===== config.mk =====
export PLATFORM = sky130hd
export DESIGN_NAME = lsu_dm_port
export DESIGN_NICKNAME = d
export VERILOG_FILES = /design/src/rtl/lsu_dm_port.sv
export SDC_FILE = /design/constraint.sdc
export NUM_CORES = 1
export LEC_CHECK = 0
export BUFFER_PORTS_ARGS = -buffer_cell sky130_fd_sc_hd__buf_4
export CORE_ASPECT_RATIO = 0.7
export CORE_MARGIN = 5
export CORE_UTILIZATION = 47
export CTS_CLUSTER_DIAMETER = 30
export DETAILED_ROUTE_END_ITERATION = 16
export GPL_TIMING_DRIVEN = 0
export HOLD_SLACK_MARGIN = 0.12
export PLACE_DENSITY = 0.89
export SYNTH_ARGS = -nofsm -noshare
export SYNTH_HDL_FRONTEND = slang
export SYNTH_SLANG_ARGS = --single-unit

===== constraint.sdc =====
create_clock -name clk -period 2.1 [get_ports clk]
set_input_delay 0.105 -clock clk [delete_from_list [all_inputs] [get_ports clk]]
set_output_delay 0.105 -clock clk [all_outputs]
set_load 0.1 [all_outputs]

===== src/rtl/lsu_dm_port.sv =====
// lsu_dm_port: load/store unit front end for a data memory with one-cycle
// read latency. Accepts one request at a time, drives the memory port, and
// returns sign/zero-extended load data with a single-cycle response pulse.
//
// Ports
//   clk, reset                  clock, synchronous active-high reset
//   req_valid/req_ready         request handshake (ready only in IDLE)
//   req_op                      000 lb 001 lbu 010 lh 011 lhu 100 lw
//                               101 sb 110 sh 111 sw
//   req_addr/req_wdata/req_pc   byte address, store source, instruction PC
//   resp_valid                  one-cycle completion pulse
//   resp_rdata/resp_exc         extended load data / misalignment flag
//   dm_PC/dm_wen/dm_BE/dm_wdata/dm_ren/dm_addr   memory port outputs
//   dm_rdata                    memory read data, one cycle after dm_ren
module lsu_dm_port (
    input  logic        clk,
    input  logic        reset,
    input  logic        req_valid,
    output logic        req_ready,
    input  logic [2:0]  req_op,
    input  logic [31:0] req_addr,
    input  logic [31:0] req_wdata,
    input  logic [31:0] req_pc,
    output logic        resp_valid,
    output logic [31:0] resp_rdata,
    output logic        resp_exc,
    output logic [31:0] dm_PC,
    output logic        dm_wen,
    output logic [3:0]  dm_BE,
    output logic [31:0] dm_wdata,
    output logic        dm_ren,
    output logic [31:0] dm_addr,
    input  logic [31:0] dm_rdata
);

    typedef enum logic [1:0] {IDLE, ISSUE, WAIT, RESP} state_t;

    state_t      state, state_nxt;
    logic [2:0]  op_q;
    logic [1:0]  lo_q;
    logic        accept, misal, store_q;
    logic [3:0]  be_nxt;
    logic [31:0] wd_nxt, load_fmt;
    logic [7:0]  lb_byte;
    logic [15:0] lh_half;

    assign accept  = req_valid & req_ready & ~reset;
    // Stores are 101/110/111; 100 is lw.
    assign store_q = op_q[2] & (|op_q[1:0]);

    // Alignment check on the incoming request.
    always_comb begin
        misal = 1'b0;
        case (req_op)
            3'b010, 3'b011, 3'b110: misal = req_addr[0];
            3'b100, 3'b111:         misal = |req_addr[1:0];
            default:                misal = 1'b0;
        endcase
    end

    // Byte enables and lane-replicated store data for the incoming request.
    always_comb begin
        be_nxt = 4'b0000;
        wd_nxt = 32'h0;
        case (req_op)
            3'b101: begin
                be_nxt = 4'b0001 << req_addr[1:0];
                wd_nxt = {4{req_wdata[7:0]}};
            end
            3'b110: begin
                be_nxt = req_addr[1] ? 4'b1100 : 4'b0011;
                wd_nxt = {2{req_wdata[15:0]}};
            end
            3'b111: begin
                be_nxt = 4'b1111;
                wd_nxt = req_wdata;
            end
            default: ;
        endcase
    end

    // Load lane selection and extension using the captured offset.
    always_comb begin
        lb_byte = dm_rdata[7:0];
        case (lo_q)
            2'd0: lb_byte = dm_rdata[7:0];
            2'd1: lb_byte = dm_rdata[15:8];
            2'd2: lb_byte = dm_rdata[23:16];
            2'd3: lb_byte = dm_rdata[31:24];
            default: ;
        endcase
        lh_half  = lo_q[1] ? dm_rdata[31:16] : dm_rdata[15:0];
        load_fmt = dm_rdata;
        case (op_q)
            3'b000: load_fmt = {{24{lb_byte[7]}}, lb_byte};
            3'b001: load_fmt = {24'h0, lb_byte};
            3'b010: load_fmt = {{16{lh_half[15]}}, lh_half};
            3'b011: load_fmt = {16'h0, lh_half};
            default: load_fmt = dm_rdata;
        endcase
    end

    always_ff @(posedge clk) begin
        if (reset) state <= IDLE;
        else       state <= state_nxt;
    end

    // Strobes and handshake are decoded from state, so a reset edge clears
    // them immediately and abandons any access in flight.
    always_comb begin
        state_nxt  = state;
        req_ready  = 1'b0;
        dm_wen     = 1'b0;
        dm_ren     = 1'b0;
        resp_valid = 1'b0;
        case (state)
            IDLE: begin
                req_ready = 1'b1;
                if (req_valid) state_nxt = misal ? RESP : ISSUE;
            end
            ISSUE: begin
                dm_wen    = store_q;
                dm_ren    = ~store_q;
                state_nxt = store_q ? RESP : WAIT;
            end
            WAIT: state_nxt = RESP;
            RESP: begin
                resp_valid = 1'b1;
                state_nxt  = IDLE;
            end
            default: state_nxt = IDLE;
        endcase
    end

    always_ff @(posedge clk) begin
        if (reset) begin
            op_q       <= 3'b000;
            lo_q       <= 2'b00;
            dm_addr    <= 32'h0;
            dm_PC      <= 32'h0;
            dm_BE      <= 4'h0;
            dm_wdata   <= 32'h0;
            resp_rdata <= 32'h0;
            resp_exc   <= 1'b0;
        end else begin
            if (accept) begin
                op_q     <= req_op;
                lo_q     <= req_addr[1:0];
                dm_addr  <= {req_addr[31:2], 2'b00};
                dm_PC    <= req_pc;
                dm_BE    <= be_nxt;
                dm_wdata <= wd_nxt;
                if (misal) begin
                    resp_rdata <= 32'h0;
                    resp_exc   <= 1'b1;
                end
            end
            if (state == ISSUE && store_q) begin
                resp_rdata <= 32'h0;
                resp_exc   <= 1'b0;
            end
            if (state == WAIT) begin
                resp_rdata <= load_fmt;
                resp_exc   <= 1'b0;
            end
        end
    end

endmodule


-- Yosys cells after proc, flatten, opt, wreduce, memory -nomap -nowiden
Index checks and enable logic that the tools add are counted.
- bits in latches: 0
- input port bits: 134
- memories kept: 0
- memory bits (read-only): 0
- bits in writable memories: 0
- word-level logic and storage cells: 63
- output and inout port bits: 137
- flip-flop bits (word level): 138
- $mul: 0
- add/sub/neg operators: 0
- mux-type cells: 19
- equal/unequal tests: 16
- $lt $le $gt $ge: 0
- div/mod/pow operators: 0
- reduce and logical (&&, ||, !) cells: 13
- shift-type cells: 1
- bitwise operators: 5
- operator list (operator ; count):
    32-bit two-way mux ; 4
    32-bit one-hot mux with 4 select lines ; 1
    32-bit one-hot mux with 3 select lines ; 1
    8-bit one-hot mux with 4 select lines ; 1
    16-bit two-way mux ; 1
    3-bit by 2-bit equality test with 1-bit output (second input constant) ; 4
    3-bit equality test (second input constant) ; 4
    4-bit one-hot mux with 3 select lines ; 1
    2-bit equality test (second input constant) ; 4
    2-bit one-hot mux with 4 select lines ; 1
    3-bit nonzero test ; 2
    2-bit OR reduction ; 3
    3-bit OR reduction ; 2
    1-bit two-way mux ; 5
    2-bit by 1-bit equality test with 1-bit output (second input constant) ; 2
    2-bit zero test ; 2
    2-bit two-way mux ; 2
    4-bit two-way mux ; 1
    2-bit AND reduction ; 2
    1-bit by 2-bit << shifter with 4-bit output (first input constant) ; 1
    1-bit bitwise AND ; 3
    3-bit by 1-bit equality test with 1-bit output (second input constant) ; 1
    3-bit zero test ; 1
    2-bit != test (second input constant) ; 1
    other kinds (3) ; 4

-- Depth between registers and ports, before layout
- depth after elaboration: 7
- depth in mapped cells: 8
- gate-level depth less buffers: 6

-- Worst setup path after synthesis
Ideal clock, no wire load.
- path kind: reg2reg
- start: reg state[0]
- end: reg dm_BE[1]
- buffers on the path: 1
- stages on the path, launching flop included: 8
- clock period less this slack: 2616 ps
- arrival time: 2548 ps
- setup time: 68 ps
- required time: 2032 ps
- setup slack: -516 ps
- cells stage by stage: dfxtp_1 > inv_1 > ha_1 > nand2_1 > nor4b_4 > buf_4 > a22oi_1 > nor2_1
- word-level cells in the longest chain between the ends: 4
- RTL lines (element ; line ; source):
    start, declared ; 38 ; state_t state, state_nxt;
    start signal, assigned ; 105 ; else state <= state_nxt;
    2-bit zero test ; 116 ; case (state)
    1-bit two-way mux ; 116 ;
    via req_ready ; 19 ; output logic req_ready,
    1-bit bitwise AND (2 in a row) ; 47 ; assign accept = req_valid & req_ready & ~reset;
    end signal, assigned ; 151 ; dm_BE <= be_nxt;
    end, declared ; 29 ; output logic [3:0] dm_BE,
The timed path passes the listed nets, and every way through them passes these cells.
A chain may end at the register's enable or synchronous reset.

-- Worst setup path in the final report
- start: reg op_q[2]
- end: out dm_ren
- word-level cells in the longest chain between the ends: 3
- RTL lines (element ; line ; source):
    start, declared ; 39 ; logic [2:0] op_q;
    start signal, assigned ; 147 ; op_q <= req_op;
    1-bit bitwise AND ; 49 ; assign store_q = op_q[2] & (|op_q[1:0]);
    1-bit NOT ; 123 ; dm_ren = ~store_q;
    1-bit two-way mux ; 116 ;
    end, declared ; 31 ; output logic dm_ren,
No other way between the ends.

==> reports/results.tsv <==
metric	value	unit
die_h	105	microns
setup_ws	0.0615	ns
wirelength	25.9	mm
cp.arrival	1.93	ns
period_share	97.1	%
leakagePower	4.36	nW
cts.sinks	138	
postLayoutCellArea	9920	sq um
seq_area	2760	sq um
p_per_area	1270	nW/um^2
post-place-ws	-0.235	ns
final_common_cell	buf_4	
vias_per_cell	5.79	
grt_max_degree	17	
yosysUniqueCellTypes	48	
dieWidth	145	microns
grt_pass1_wl	40.5	mm
core_area	12500	sq um
drv_cap	0	
synth_compound_area_share	26.8	%
clockRootBuffer	clkbuf_16	
area_delta_synth_final	65.3	%
grt_usage	32.7	%
cts_buffers	17	
synth_area	6000	sq um
via_count	7372	
numPortBuffers	266	
fillers	712	
hold_viol	0	
critPathMaxFanout	10	
drt-wirelength-per-cell	20.4	microns
h-tree-depth	4	
holdCritPathClass	primary input to flip-flop	
slew_viol_final	0	
worst-r2r-cell-count	7	
drtAntennaViolNets	0	
final_cell_mix	buf_4 (276), nand2_1 (158), dfxtp_1 (138)	
critPathLaunchType	flip-flop	
yosysWarnings	0	
remaining_drc_errors	0	
fin_nets	1236	
synth_mux_area_share	5.27	%
syn_area_per_cell	8.54	sq um
drt-initial-drc-count	809	
synth.area.top_cells	dfxtp_1 (46%), nand2_1 (9.9%), a21oi_1 (7.3%)	
fin_setup_tns	0	ns
rrSetupSlack	0.14	ns
drive_gt1_share	33.1	%
max_freq	491	MHz
multi_input_area	2960	sq um
place_congestion	0.892	
grt_pass1_vias	7454	
holdPathStages	4	
cts.clk_slew.worst_paths	0.07	ns
placed_cell_area	8220	sq um
fin_util	79.6	%
skew	0.00742	ns
synth_top_family_by_area	compound AO/OA/AOI/OAI gates	
antenna_found_initial	2	
end_kind	primary output	
io_pins	271	
async_reset_ff_share	0	%
power	0.0126	W
die_area	15200	sq um
dp.final_hpwl	16.3	mm
clockBufferDepth	2	
worst-setup-path-type	flip-flop to primary output	
slew_headroom	56.2	%
ys_seq_area_share	46.0	%
worstMarginPinSlew	0.656	ns
gr-total-overflow	0	
synth_xor_xnor_area_share	0	%
yosys.area_share.adder	1.04	%
ir_drop	0.899	mV
status	finished clean	
ys_seq_elements	138	
yosys_most_used_dff	dfxtp_1	
first_pass_iters	7	
crit_required	2.00	ns
synth_largest_area_cell	dfxtp_1	
rsz0062_at_grt	no	
fp-row-count	34	
setup_viol	0	
cts_tree	yes	
min_period	2.04	ns
clk_latency	0.41	ns
synth_enable_flop_cells	0	
start_util	48.2	%
synthCells	703	
yosys.area_share.simple	15.4	%
synthDominantCellAreaShare	46.0	%
==> layout make-up <==
class                      instances  share of cell area [%]
timing repair buffer             375                    31.1
antenna                            2                  0.0504
sequential                       138                    27.8
clock buffer                      18                    4.43
multi-input combinational        495                    29.8
clock inverter                    14                    1.36
tap                              162                    2.04
inverter                           7                   0.265
buffer                            63                    3.18
==> state kept, by name, summed over array words and instances, names as in the netlist <==
signal / count
state: 2
resp_rdata: 32
dm_PC: 32
resp_exc: 1
op_q: 3
dm_BE: 4
dm_wdata: 32
dm_addr: 30
lo_q: 2
==> power by group <==
part	leakage, nW	internal, W	total (W)	switching [W]
combinational	2.96	0.00154	0.00629	0.00475
sequential	1.12	0.00306	0.00335	0.000295
clock	0.271	0.00169	0.00292	0.00124
total	4.36	0.00628	0.0126	0.00629
==> worst max-delay path, stage by stage (launching register included) <==
cell	delay, ns
dfxtp_1	0.40
inv_1	0.18
clkbuf_1	0.40
o21a_1	0.24
buf_4	0.30
==> kinds of logic after synthesis <==
family,after synthesis
adders and majority gates,5
and+or+nand+nor,222
other,1
AOI/OAI and AO/OA,238
muxes,28
DFF,138
buffers and inverters,71
==> synth_stat cells, drive strengths merged (2+ instances only) <==
cell    number
nand2b       4
clkbuf      33
dfxtp      138
o211ai       2
nand2      159
a21oi       88
mux2        16
a211oi       2
a221oi       3
a21boi       8
nor2b        7
a221o        5
and2         4
buf         31
nor4b        3
nor2        41
ha           5
o21a        20
a22oi       27
o21ai       17
mux2i       11
a22o        16
o22ai       19
inv          7
a211o        7
a32o        17
==> layer usage <==
layer	global-route usage, %	vias to the layer above	part of all wire [%]	wire, microns
met4	17.4	0	5.4	1410
met2	52.5	541	46	11800
li1	-	3269	-	-
met5	0	-	0	0
met3	9.52	138	9.7	2520
met1	40.0	3424	39	10200
==> worst paths after layout <==
kind                start        endpoint
min reg2reg  dm_wdata[27]    dm_wdata[27]
max reg2reg      state[1]  resp_rdata[11]
max               op_q[2]          dm_ren
min           dm_rdata[2]   resp_rdata[2]
==> what timing repair did <==
action                                 4_1_cts  5_1_grt
setup endpoints to repair                   70      116
hold buffers                               107        0
gates resized for setup                      6       25
setup buffers                                0        2
endpoints found under the hold margin      112        0
pin swaps                                    0        1
==> stage by stage <==
step / hold WS [ns] / std cells
after floorplan: 0.241 / 704
after global placement: 0.352 / 1132
after detailed placement: 0.361 / 1132
after CTS: 0.129 / 1271
after global routing: 0.156 / 1274
final: 0.140 / 1274
(Power assumes the default switching activity.)
